## src/rtl/alu_branch_unit_if.sv

```systemverilog
// -----------------------------------------------------------------------------
// alu_branch_unit_if
// Operand/decode bus between the EX-stage controller and alu_branch_unit.
//
// Signals (controller -> unit):
//   en          capture enable; low holds all unit outputs
//   ALUOp[1:0]  00 load/store, 01 branch, 10 R-type, 11 I-type ALU
//   funct7      instruction bit 30
//   funct3[2:0] instruction bits 14:12
//   Branch      conditional-branch instruction in EX
//   A1[63:0]    operand 1 (rs1)
//   A2[63:0]    operand 2 (rs2 or immediate)
// Signals (unit -> controller, all registered):
//   ALU_control[3:0], Y[63:0], zero, s_less, u_less, Branch_jump
//
// Modports: master = controller side, slave = alu_branch_unit side.
// -----------------------------------------------------------------------------
interface alu_branch_unit_if;
   logic        en;
   logic [1:0]  ALUOp;
   logic        funct7;
   logic [2:0]  funct3;
   logic        Branch;
   logic [63:0] A1;
   logic [63:0] A2;
   logic [3:0]  ALU_control;
   logic [63:0] Y;
   logic        zero;
   logic        s_less;
   logic        u_less;
   logic        Branch_jump;

   modport master (
      output en, ALUOp, funct7, funct3, Branch, A1, A2,
      input  ALU_control, Y, zero, s_less, u_less, Branch_jump
   );

   modport slave (
      input  en, ALUOp, funct7, funct3, Branch, A1, A2,
      output ALU_control, Y, zero, s_less, u_less, Branch_jump
   );
endinterface

```

## src/rtl/alu_branch_unit.sv

```systemverilog
// -----------------------------------------------------------------------------
// alu_branch_unit
// Execute-stage compute block of the 64-bit RISC-V pipeline. Decodes
// ALUOp/funct7/funct3 into a 4-bit operation, evaluates it on A1/A2, derives
// zero / signed-less / unsigned-less flags and resolves the conditional
// branch. Every output is captured in a single register stage (latency 1,
// throughput 1 per cycle).
//
// Ports:
//   clk    in   rising-edge clock
//   PCrst  in   synchronous active-high reset; clears every output to 0 and
//               has priority over bus.en
//   bus    slave modport of alu_branch_unit_if (operands, decode fields,
//               enable, and the registered results)
//
// Build option:
//   ALU_SHIFT_EN  when defined, SLL/SRL/SRA are implemented. When undefined no
//                 shifter is built: codes 0100/0101/0111 are still decoded and
//                 reported on ALU_control, but produce Y = 0 (so zero = 1).
// -----------------------------------------------------------------------------
module alu_branch_unit (
   input  logic               clk,
   input  logic               PCrst,
   alu_branch_unit_if.slave   bus
);

   // Operation codes carried on ALU_control
   localparam logic [3:0] OP_AND  = 4'b0000;
   localparam logic [3:0] OP_OR   = 4'b0001;
   localparam logic [3:0] OP_ADD  = 4'b0010;
   localparam logic [3:0] OP_XOR  = 4'b0011;
   localparam logic [3:0] OP_SLL  = 4'b0100;
   localparam logic [3:0] OP_SRL  = 4'b0101;
   localparam logic [3:0] OP_SUB  = 4'b0110;
   localparam logic [3:0] OP_SRA  = 4'b0111;
   localparam logic [3:0] OP_SLT  = 4'b1000;
   localparam logic [3:0] OP_SLTU = 4'b1001;

   logic [3:0]  ctrl_s;
   logic [63:0] y_s;
   logic        zero_s;
   logic        s_less_s;
   logic        u_less_s;
   logic        cond_s;
   logic        jump_s;

   logic [3:0]  ctrl_r;
   logic [63:0] y_r;
   logic        zero_r;
   logic        s_less_r;
   logic        u_less_r;
   logic        jump_r;

   // Decode ALUOp/funct7/funct3 into the ALU operation code
   always_comb begin
      ctrl_s = OP_ADD;
      case (bus.ALUOp)
         2'b00: ctrl_s = OP_ADD;
         2'b01: ctrl_s = OP_SUB;
         default: begin
            case (bus.funct3)
               // funct7 selects SUB only for R-type; ADDI has no subtract form
               3'b000: begin
                  if ((bus.ALUOp == 2'b10) && bus.funct7) begin
                     ctrl_s = OP_SUB;
                  end else begin
                     ctrl_s = OP_ADD;
                  end
               end
               3'b001: ctrl_s = OP_SLL;
               3'b010: ctrl_s = OP_SLT;
               3'b011: ctrl_s = OP_SLTU;
               3'b100: ctrl_s = OP_XOR;
               3'b101: begin
                  if (bus.funct7) begin
                     ctrl_s = OP_SRA;
                  end else begin
                     ctrl_s = OP_SRL;
                  end
               end
               3'b110: ctrl_s = OP_OR;
               3'b111: ctrl_s = OP_AND;
               default: ctrl_s = OP_ADD;
            endcase
         end
      endcase
   end

   // Operand comparisons, independent of the selected operation
   always_comb begin
      s_less_s = ($signed(bus.A1) < $signed(bus.A2));
      u_less_s = (bus.A1 < bus.A2);
   end

   // ALU datapath; unused codes and (without the shifter) shift codes give 0
   always_comb begin
      y_s = 64'd0;
      case (ctrl_s)
         OP_AND:  y_s = bus.A1 & bus.A2;
         OP_OR:   y_s = bus.A1 | bus.A2;
         OP_ADD:  y_s = bus.A1 + bus.A2;
         OP_XOR:  y_s = bus.A1 ^ bus.A2;
         OP_SUB:  y_s = bus.A1 - bus.A2;
         OP_SLT:  y_s = {63'd0, s_less_s};
         OP_SLTU: y_s = {63'd0, u_less_s};
`ifdef ALU_SHIFT_EN
         OP_SLL:  y_s = bus.A1 << bus.A2[5:0];
         OP_SRL:  y_s = bus.A1 >> bus.A2[5:0];
         OP_SRA:  y_s = $unsigned($signed(bus.A1) >>> bus.A2[5:0]);
`endif
         default: y_s = 64'd0;
      endcase
      zero_s = (y_s == 64'd0);
   end

   // Branch judge: funct3 picks the condition, only honoured when Branch = 1
   always_comb begin
      cond_s = 1'b0;
      case (bus.funct3)
         3'b000:  cond_s = zero_s;
         3'b001:  cond_s = ~zero_s;
         3'b100:  cond_s = s_less_s;
         3'b101:  cond_s = ~s_less_s;
         3'b110:  cond_s = u_less_s;
         3'b111:  cond_s = ~u_less_s;
         default: cond_s = 1'b0;
      endcase
      jump_s = bus.Branch & cond_s;
   end

   // Output register stage: reset clears, enable captures, otherwise hold
   always_ff @(posedge clk) begin
      if (PCrst) begin
         ctrl_r   <= 4'd0;
         y_r      <= 64'd0;
         zero_r   <= 1'b0;
         s_less_r <= 1'b0;
         u_less_r <= 1'b0;
         jump_r   <= 1'b0;
      end else if (bus.en) begin
         ctrl_r   <= ctrl_s;
         y_r      <= y_s;
         zero_r   <= zero_s;
         s_less_r <= s_less_s;
         u_less_r <= u_less_s;
         jump_r   <= jump_s;
      end else begin
         ctrl_r   <= ctrl_r;
         y_r      <= y_r;
         zero_r   <= zero_r;
         s_less_r <= s_less_r;
         u_less_r <= u_less_r;
         jump_r   <= jump_r;
      end
   end

   assign bus.ALU_control = ctrl_r;
   assign bus.Y           = y_r;
   assign bus.zero        = zero_r;
   assign bus.s_less      = s_less_r;
   assign bus.u_less      = u_less_r;
   assign bus.Branch_jump = jump_r;

endmodule

```

## src/flat_wrapper.sv

```systemverilog
// flat-port wrapper written by rule: the top's interface ports become plain ports
module alu_branch_unit_flat 
  (clk, PCrst, bus_en, bus_ALUOp, bus_funct7, bus_funct3, bus_Branch, bus_A1, bus_A2, bus_ALU_control, bus_Y, bus_zero, bus_s_less, bus_u_less, bus_Branch_jump);
  alu_branch_unit_if bus_i ();
  input  logic clk;
  input  logic PCrst;
  input wire logic [$bits(bus_i.en)-1:0] bus_en;
  input wire logic [$bits(bus_i.ALUOp)-1:0] bus_ALUOp;
  input wire logic [$bits(bus_i.funct7)-1:0] bus_funct7;
  input wire logic [$bits(bus_i.funct3)-1:0] bus_funct3;
  input wire logic [$bits(bus_i.Branch)-1:0] bus_Branch;
  input wire logic [$bits(bus_i.A1)-1:0] bus_A1;
  input wire logic [$bits(bus_i.A2)-1:0] bus_A2;
  output wire logic [$bits(bus_i.ALU_control)-1:0] bus_ALU_control;
  output wire logic [$bits(bus_i.Y)-1:0] bus_Y;
  output wire logic [$bits(bus_i.zero)-1:0] bus_zero;
  output wire logic [$bits(bus_i.s_less)-1:0] bus_s_less;
  output wire logic [$bits(bus_i.u_less)-1:0] bus_u_less;
  output wire logic [$bits(bus_i.Branch_jump)-1:0] bus_Branch_jump;
  assign bus_i.en = bus_en;
  assign bus_i.ALUOp = bus_ALUOp;
  assign bus_i.funct7 = bus_funct7;
  assign bus_i.funct3 = bus_funct3;
  assign bus_i.Branch = bus_Branch;
  assign bus_i.A1 = bus_A1;
  assign bus_i.A2 = bus_A2;
  assign bus_ALU_control = bus_i.ALU_control;
  assign bus_Y = bus_i.Y;
  assign bus_zero = bus_i.zero;
  assign bus_s_less = bus_i.s_less;
  assign bus_u_less = bus_i.u_less;
  assign bus_Branch_jump = bus_i.Branch_jump;
  alu_branch_unit u_core (.clk(clk), .PCrst(PCrst), .bus(bus_i));
endmodule
```

## config.mk

```make
export PLATFORM = sky130hd
export DESIGN_NAME = alu_branch_unit_flat
export DESIGN_NICKNAME = d
export VERILOG_FILES = /design/src/rtl/alu_branch_unit_if.sv /design/src/rtl/alu_branch_unit.sv /design/src/flat_wrapper.sv
export SDC_FILE = /design/constraint.sdc
export NUM_CORES = 1
export LEC_CHECK = 0
export ABC_AREA = 1
export ABC_CLOCK_PERIOD_IN_PS = 3400
export BUFFER_PORTS_ARGS = -buffer_cell sky130_fd_sc_hd__buf_2
export CAP_MARGIN = 20
export CORE_ASPECT_RATIO = 0.9
export CORE_MARGIN = 2
export CORE_UTILIZATION = 28
export CTS_BUF_LIST = sky130_fd_sc_hd__clkbuf_8
export DETAILED_ROUTE_END_ITERATION = 12
export HOLD_SLACK_MARGIN = 0.03
export PLACE_DENSITY = 0.5
export SYNTH_ARGS = -nofsm -noshare
export SYNTH_HDL_FRONTEND = slang
export SYNTH_SLANG_ARGS = --single-unit
```

## constraint.sdc

```tcl
create_clock -name clk -period 3.4 [get_ports clk]
set_clock_uncertainty 0.1 [all_clocks]
set_input_delay 1.02 -clock clk [delete_from_list [all_inputs] [get_ports clk]]
set_output_delay 1.02 -clock clk [all_outputs]
set_load 0.03 [all_outputs]
```

**After elaboration in Yosys (flattened, before gate mapping)**

Index checks and enable logic that the tools add are counted.

- Register bits after elaboration: 72
- Output and inout port bits: 72
- Logic and storage cells: 43

- Add/sub/neg operators: 2
- $lt $le $gt $ge: 2
- Equal/unequal tests: 15
- Multiplexer cells: 6
- Bitwise operators: 7
- Reduce and logical (&&, ||, !) cells: 5

Operator list:

| operator | count |
|---|---|
| $pmux W64 S7 | 1 |
| $lt A64 B64 Y1 | 2 |
| $add A64 B64 Y64 | 1 |
| $and A64 B64 Y64 | 1 |
| $logic_not A64 Y1 | 1 |
| $or A64 B64 Y64 | 1 |
| $sub A64 B64 Y64 | 1 |
| $xor A64 B64 Y64 | 1 |
| $pmux W4 S8 | 1 |
| $eq A3 B3 Y1 const B | 4 |
| $eq A4 B2 Y1 const B | 2 |
| $eq A4 B4 Y1 const B | 2 |
| $pmux W4 S2 | 1 |
| $eq A3 B2 Y1 const B | 2 |
| $pmux W1 S6 | 1 |
| $eq A4 B1 Y1 const B | 1 |
| $eq A4 B3 Y1 const B | 1 |
| $logic_not A4 Y1 | 1 |
| $eq A3 B1 Y1 const B | 1 |
| $logic_not A3 Y1 | 1 |
| $mux W3 | 1 |
| $not A1 Y1 | 3 |
| $eq A2 B1 Y1 const B | 1 |
| $eq A2 B2 Y1 const B | 1 |
| other kinds (4) | 4 |

**Longest topological paths before layout**

Gate-level depths: netlist (run 1).

- Depth in word-level cells: 11
- Gate-level depth with buffers: 29
- Mapped depth without buffers: 28

**Worst setup path before layout (run 1)**

No wires, ideal clock.

- Path kind: input to register
- Start point: in bus_A1[0]
- End point: reg u_core.jump_r, in the netlist u_core.bus.Branch_jump
- Library setup time: 0.130 ns
- Arrival time: 3.273 ns
- Data required time: 3.170 ns
- Slack: -0.104 ns
- Cell stages on the path: 25
- Buffers on the path: 0
- Path through: inv_1 ha_1 fa_1 inv_1 nand2_1 nand2_1 nand2_1 nand2_1 nand2_1 nand2_1 nand2_1 nand2_1 nand3_2 nand2_1 nand2_1 nand3b_1 nand3_1 nor2_1 nand3_1 nor2_1 nand2_1 nand2_1 nand3_1 nand2_1 a21oi_2

- Longest elaborated chain between the ends: 6

Ends and longest elaborated chain:

| what | line | text |
|---|---|---|
| start, declared | flat_wrapper.sv:12 | `input wire logic [$bits(bus_i.A1)-1:0] bus_A1;` |
| $sub A64 B64 Y64, or another cell as far along | alu_branch_unit.sv:103 | `OP_SUB: y_s = bus.A1 - bus.A2;` |
| $pmux W64 S7 | alu_branch_unit.sv:98 | `case (ctrl_s)` |
| $logic_not A64 Y1 | alu_branch_unit.sv:113 | `zero_s = (y_s == 64'd0);` |
| $not A1 Y1 | alu_branch_unit.sv:121 | `3'b001: cond_s = ~zero_s;` |
| $pmux W1 S6 * | alu_branch_unit.sv:119 | `case (bus.funct3)` |
| $and A1 B1 Y1 * | alu_branch_unit.sv:128 | `jump_s = bus.Branch & cond_s;` |
| end signal, assigned | alu_branch_unit.sv:146 | `jump_r <= jump_s;` |
| end signal, assigned | alu_branch_unit.sv:153 | `jump_r <= jump_r;` |
| end, declared | alu_branch_unit.sv:52 | `logic jump_r;` |

Mark *: on every way between the ends. The rest lies on a longest branch, timed or not.
A chain may end at the register's enable or synchronous reset.

**Final worst setup path (run 1)**

- Start point: in bus_A1[6]
- End point: reg u_core.jump_r, in the netlist u_core.bus.Branch_jump

Same word-level chain as after synthesis.

==> results of run 1 <==
-- power by group through the flow --
stage	registers [mW]	logic, mW	clock network (mW)
6_report	0.959	5.80	0.677
3_3_place_gp	0.978	4.70	0
3_5_place_dp	0.979	4.69	0
5_1_grt	0.967	6.19	0.732
4_1_cts	0.960	5.32	0.700
2_1_floorplan	1.12	1.99	0
-- worst max-delay path by stage --
stage | depth (start not counted) | endpoint | slack [ns] | startpoint
after detailed placement | 28 | u_core.bus.Branch_jump | -1.40 | bus_A2[17]
after floorplan | 25 | u_core.bus.Branch_jump | -0.02 | bus_A1[0]
after global placement | 28 | u_core.bus.Branch_jump | -1.43 | bus_A2[17]
after global routing | 28 | u_core.bus.Branch_jump | -0.54 | bus_A2[43]
after CTS | 28 | u_core.bus.Branch_jump | -0.23 | bus_A1[26]
final | 28 | u_core.bus.Branch_jump | -0.29 | bus_A1[6]
-- cell type report --
| cell class | instances | area [um^2] |
|---|---|---|
| repair buffers | 1189 | 8820 |
| well taps | 864 | 1080 |
| fillers | 7151 | 33700 |
| inverters | 873 | 3290 |
| diodes | 1 | 2.50 |
| clock inverters | 5 | 50.0 |
| clock buffers | 10 | 138 |
| multi-input cells | 2684 | 16700 |
| flip-flops and latches | 72 | 1440 |
-- sequential cells by signal, indices dropped and copies added (netlist names) --
signal and cells:
u_core.bus.Branch_jump 1, u_core.bus.ALU_control 4, u_core.bus.Y 64, u_core.bus.zero 1, u_core.bus.u_less 1, u_core.bus.s_less 1
-- logic make-up (layout without fill, tap and decap cells) --
kind of cell | Yosys count | count (layout) | synth area share [%]
XOR/XNOR | 8 | 8 | 0.381
AND/OR/NAND/NOR | 2173 | 2173 | 48.5
flip-flops | 72 | 72 | 7.84
buffers and inverters | 975 | 2077 | 20.9
adder cells (fa/ha/maj) | 196 | 196 | 13.4
AO/OA/AOI/OAI | 307 | 307 | 8.96
other | 0 | 1 | 0
-- repair_timing --
| action | 4_1_cts | 5_1_grt |
|---|---|---|
| setup endpoints to repair | 20 | 10 |
| hold buffers | 0 | 0 |
| setup buffers | 64 | 27 |
| pin swaps | 176 | 164 |
| resized for setup | 692 | 390 |
-- synth_stat cells, drive strengths merged, types with 25 or more instances --
master / instances
ha: 194
a21oi: 130
nand2: 1221
nand4: 31
o21ai: 138
nor3: 57
buf: 77
nand3: 303
nor2: 537
inv: 872
clkbuf: 25
dfxtp: 72
-- critical path: stages --
cell and delay (ns):
buf_2 0.10, inv_2 0.04, ha_4 0.27, buf_4 0.10, inv_2 0.04, nand2_2 0.07
nand2_2 0.08, nand2_2 0.08, nand2_4 0.06, nor2_4 0.12, buf_6 0.10, buf_4 0.09
buf_4 0.09, buf_4 0.10, buf_4 0.10, nand3_2 0.05, nand3_2 0.07, nand4_1 0.27
nor2_1 0.18, nand2_1 0.07, nor2_2 0.12, nand3_2 0.14, nor2_4 0.14, nand2_2 0.06
nand2_1 0.06, nand3_1 0.06, nand2_1 0.09, a21oi_2 0.04
-- stage by stage --
step	std cells	hold slack (ns)
after global routing	5698	0.424
after floorplan	3731	0.506
after detailed placement	5594	0.362
after CTS	5670	0.388
final	5698	0.389
after global placement	5594	0.366
-- cells in the final DEF (no fill, tap or decap), types with 7 or more instances in the layout --
| master | synthesis | layout |
|---|---|---|
| o21bai_1 | 12 | 9 |
| o211ai_1 | 7 | 7 |
| dfxtp_1 | 72 | 72 |
| nand3b_1 | 10 | 10 |
| nand4_1 | 30 | 30 |
| nand2_4 | 4 | 49 |
| nand2_2 | 1 | 234 |
| nand3_1 | 301 | 217 |
| buf_6 | 10 | 47 |
| ha_4 | 0 | 62 |
| o22ai_1 | 7 | 7 |
| a21oi_2 | 1 | 46 |
| nand3_2 | 2 | 67 |
| ha_2 | 0 | 16 |
| o21ai_1 | 25 | 33 |
| buf_4 | 9 | 926 |
| a21oi_4 | 1 | 12 |
| nand3_4 | 0 | 19 |
| clkbuf_8 | 0 | 10 |
| inv_2 | 9 | 138 |
| inv_1 | 861 | 730 |
| nand2_1 | 1215 | 937 |
| buf_12 | 0 | 15 |
| nor2_1 | 520 | 358 |
| xor2_1 | 8 | 8 |
| nor3_2 | 2 | 20 |
| nor2_4 | 3 | 81 |
| buf_2 | 54 | 198 |
| a21oi_1 | 128 | 72 |
| o21ai_0 | 113 | 102 |
| nor3_1 | 55 | 34 |
| ha_1 | 194 | 116 |
| nor2_2 | 14 | 98 |
-- per-layer routing --
layer	GRT usage (%)	up-vias
met3	8.87	112
met4	6.75	2
met5	0	-
met1	41.8	12000
met2	43.6	962
li1	-	13300
==> results.py, run 1 <==
metrics = {
    "timing": {
        "max_freq_mhz": 271,
        "slew_headroom_pct": 45.5,
        "hold_violations": 0,
        "post-route-period-util_pct": 109,
        "worst_slack_ns": -0.289,
        "fin_setup_tns_ns": -0.750,
        "rsz0062_at_grt": "true",
        "period_minus_slack_ns": 3.69,
        "setup_violations": 3,
        "tightest_slew_ns": 0.809,
        "drv_slew": 0,
    },
    "synthesis": {
        "synth_top_cell_area_share_pct": 24.8,
        "syn_area_um2": 18400,
        "ys_seq_elements": 72,
        "syn_area_per_cell_um2": 4.93,
        "synth_seq_area_share_pct": 7.84,
        "syn_nets": 4065,
        "synth_top_cell_by_area": "nand2_1",
        "synth_edf_count": 0,
        "ys_dominant_reg_cell": "dfxtp_1",
        "ys_warn_count": 0,
        "synth_cells": 3731,
        "yosysUniqueCellTypes": 53,
        "async_flop_share_pct": 0,
        "synth.area.top_cells": "nand2_1 25%, inv_1 18%, ha_1 13%, nor2_1 11%, nand3_1 8.2%",
    },
    "drt": {
        "ant_nets": 0,
        "vias": 26500,
        "wire_per_inst_um": 18.1,
        "drt_iter0_drc": 2240,
        "drc": 0,
        "wl_met1_mm": 48.0,
        "vias_per_cell": 4.64,
        "first_pass_iters": 6,
        "met2_length_mm": 41.8,
        "totalWireLength_mm": 103,
        "highest_layer": "met5",
        "dr_wl_met3_mm": 11.0,
    },
    "critical_path": {
        "required_ns": 3.53,
        "rr_endpoint": "u_core.bus.Y[45]",
        "path_max_fanout": 4,
        "start_kind": "input pin",
        "r2r-start": "u_core.bus.Y[45]",
        "cp-end-kind": "flop",
        "ff2ff_path_depth": 4,
        "reg2reg_slack_ns": 2.53,
        "crit_type": "input pin to flop",
        "arrival_ns": 3.82,
    },
    "placement": {
        "dpl.hpwl_mm": 89.2,
        "place.gp.congestion": 1.05,
        "dp_slack_ns": -1.40,
        "io_buffer_count": 209,
        "placed_cell_area_um2": 26900,
    },
    "power": {
        "power.leakage_nw": 18.1,
        "power_frac_comb_pct": 78.0,
        "power.internal_mw": 3.72,
        "switching_share_pct": 50.0,
        "clkPwrFrac_pct": 9.1,
        "pwr-share-seq_pct": 12.9,
        "power.density_nw_per_um2": 236,
        "p_switching_mw": 3.72,
        "design_power_total_mw": 7.44,
        "peakVddDrop_uv": 286,
    },
    "clock_network": {
        "cts_sinks": 72,
        "clk_latency_ns": 0.37,
        "cts-htree-levels": 3,
        "cts.clk_slew.worst_paths_ns": 0.08,
        "clock_path_buffers": 2,
        "root_buffer": "clkbuf_8",
        "cts-buffers-inserted": 9,
        "cts_tree": "built",
    },
    "floorplanning": {
        "io_pins": 210,
        "start_util_pct": 28.2,
        "die_x_um": 274,
        "die_h_um": 247,
        "die-area_um2": 67700,
        "core_um2": 65300,
        "placementRows": 89,
    },
    "hold_path": {
        "hold_class": "flop to flop",
        "hold_start": "u_core.bus.Y[4]",
        "whs_path_depth": 2,
        "whs_endpoint": "u_core.bus.Y[4]",
    },
    "layout": {
        "drive_gt1_share_pct": 42.9,
        "syn2layout_area_growth_pct": 71.5,
        "fin_nets": 5163,
        "fin_util_pct": 48.3,
        "finalInstanceArea_um2": 31500,
    },
    "global_routing": {
        "grt_pass1_wl_mm": 149,
        "track_usage_pct": 29.6,
        "grt_max_degree": 57,
        "grt_pass1_vias": 25000,
        "grt_overflow": 0,
        "grt_antenna_before_repair": 3,
    },
    "run_status": {
        "status": "complete, but fails checks",
        "violations": "negative setup slack",
    },
    "flow_run": {
        "cap_violations": 0,
    },
}
Power figures use the tool's default switching activity.
==> inputs of run 2 (changes only) <==
--- a/config.mk
+++ b/config.mk
@@ -16,6 +16,7 @@
 export DETAILED_ROUTE_END_ITERATION = 12
 export HOLD_SLACK_MARGIN = 0.03
 export PLACE_DENSITY = 0.5
+export SETUP_SLACK_MARGIN = 0.1
 export SYNTH_ARGS = -nofsm -noshare
 export SYNTH_HDL_FRONTEND = slang
 export SYNTH_SLANG_ARGS = --single-unit
==> run 2 against run 1 <==
Sequential cell count unchanged. Global-route usage about the same. Sequential power about the same. Total power up 3.2%. The flow still finishes with violations (negative setup slack). Largest cell class unchanged. Critical path type unchanged.
==> results.py, run 2 (synthesis gave the netlist of run 1 again) <==
metrics = {
    "run_status": {
        "status": "complete, but fails checks",
        "violations": "negative setup slack",
    },
    "critical_path": {
        "arrival_ns": 3.90,
        "path_max_fanout": 5,
        "crit_chain": "buf_2, inv_1, ha_1, buf_4, buf_4, a21oi_2, o21ai_0, a21oi_1, nand2_1, a21oi_4, nand3_2, nand3_2, nand3_4, nor2_2, nand2_1, nor2_2, nand2_2, nor2_4, buf_6, nand2_2, nand2_1, nand3_1, nand2_1, a21oi_2",
        "crit_family": "simple AND/OR/NAND/NOR gates",
        "required_ns": 3.53,
        "cp-end-kind": "flop",
        "crit_type": "input pin to flop",
        "crit_buf_inv": 5,
        "start_kind": "input pin",
        "slowest_delay_ns": 0.32,
        "cp_slowest_cell": "ha_1",
        "path_common_cell": "nand2_1",
    },
    "layout": {
        "syn2layout_area_growth_pct": 76.7,
        "largest_reg_flops": 64,
        "mostFrequentLayoutCells": "926 x buf_4, 861 x nand2_1, 705 x inv_1",
        "drive_gt1_share_pct": 46.2,
        "fin_nets": 5184,
        "fin_util_pct": 49.8,
        "final_common_cell": "buf_4",
    },
    "clock_network": {
        "clk_latency_ns": 0.37,
        "cts_sinks": 72,
        "clock_path_buffers": 2,
        "root_buffer": "clkbuf_8",
        "cts_hold_buf": 0,
        "cts-htree-levels": 3,
        "cts.clk_slew.worst_paths_ns": 0.09,
        "cts_tree": "built",
        "cts-buffers-inserted": 9,
    },
    "drt": {
        "first_pass_iters": 5,
        "vias_per_cell": 4.70,
        "ant_nets": 0,
        "drc": 0,
        "drt_iter0_drc": 2429,
        "vias": 26900,
        "wire_per_inst_um": 18.2,
        "totalWireLength_mm": 104,
    },
    "floorplanning": {
        "io_pins": 210,
        "start_util_pct": 28.2,
        "core_um2": 65300,
        "die-area_um2": 67700,
        "placementRows": 89,
        "die_x_um": 274,
        "die_h_um": 247,
    },
    "timing": {
        "rsz0062_at_grt": "true",
        "drv_slew": 0,
        "slew_headroom_pct": 46.8,
        "worst_slack_ns": -0.365,
        "hold_violations": 0,
        "setup_violations": 3,
        "tightest_slew_ns": 0.789,
        "period_minus_slack_ns": 3.76,
        "fin_setup_tns_ns": -0.903,
        "max_freq_mhz": 266,
        "post-route-period-util_pct": 111,
        "hold_slack_ns": 0.396,
    },
    "global_routing": {
        "grt_pass1_wl_mm": 150,
        "track_usage_pct": 29.6,
        "grt_overflow": 0,
        "grt_antenna_before_repair": 1,
        "grt_pass1_vias": 24800,
        "grt_max_degree": 57,
    },
    "power": {
        "power.leakage_nw": 18.5,
        "peakVddDrop_uv": 286,
        "power.density_nw_per_um2": 236,
    },
    "placement": {
        "dpl.hpwl_mm": 89.2,
        "place.gp.congestion": 1.05,
        "dp_slack_ns": -1.40,
        "io_buffer_count": 209,
    },
    "flow_run": {
        "cap_violations": 0,
    },
    "hold_path": {
        "hold_class": "flop to flop",
    },
}
run 2: cell types whose count changed in the layout (fill, tap and decap cells not counted), sizes merged:
cell,before,now
buf,1189,1210
diode,1,3
run 2: cell type report:
type | count | area (um^2)
fill | 7045 | 32800
multi-input combinational | 2684 | 17400
timing repair buffer | 1210 | 9090
inverter | 873 | 3300
sequential | 72 | 1440
tap | 864 | 1080
clock buffer | 10 | 138
clock inverter | 5 | 50.0
antenna | 3 | 7.51
run 2: final timing paths:
check	slack, ns	startpoint	cells after the start	to
max	-0.36	bus_A2[59]	24	u_core.bus.Branch_jump
min	0.40	u_core.bus.Y[7]	2	u_core.bus.Y[7]
max reg2reg	2.53	u_core.bus.Y[45]	4	u_core.bus.Y[45]
min reg2reg	0.40	u_core.bus.Y[7]	2	u_core.bus.Y[7]
run 2: repair_timing:
action	in CTS	in global routing
buffers inserted	64	45
gates resized for setup	671	655
setup endpoints to repair	39	26
pin swaps	158	259
run 2: through the flow:
step	std cells	area, um^2	total power [mW]
2_1_floorplan	3731	18400	3.11
3_3_place_gp	5594	26900	5.68
3_5_place_dp	5594	26900	5.67
4_1_cts	5673	30000	6.98
5_1_grt	5719	32500	8.11
6_report	5721	32500	7.67
run 2: worst min-delay path: cells and delay by family, from the launching register on:
family | cells | cell delay [ns]
AO/OA/AOI/OAI | 1 | 0.08
buffers and inverters | 1 | 0.05
flip-flops | 1 | 0.34
run 2: routing by layer:
layer | global-route usage (%) | part of all wire [%]
met5 | 0 | 0
met1 | 43.7 | 47
met3 | 5.64 | 9.5
met4 | 6.06 | 2.2
met2 | 43.9 | 41
run 2: power breakdown:
group / internal (mW) / switching [mW] / total (mW)
clock network: 0.349 / 0.333 / 0.682
logic: 2.56 / 3.47 / 6.03
registers: 0.918 / 0.0411 / 0.959
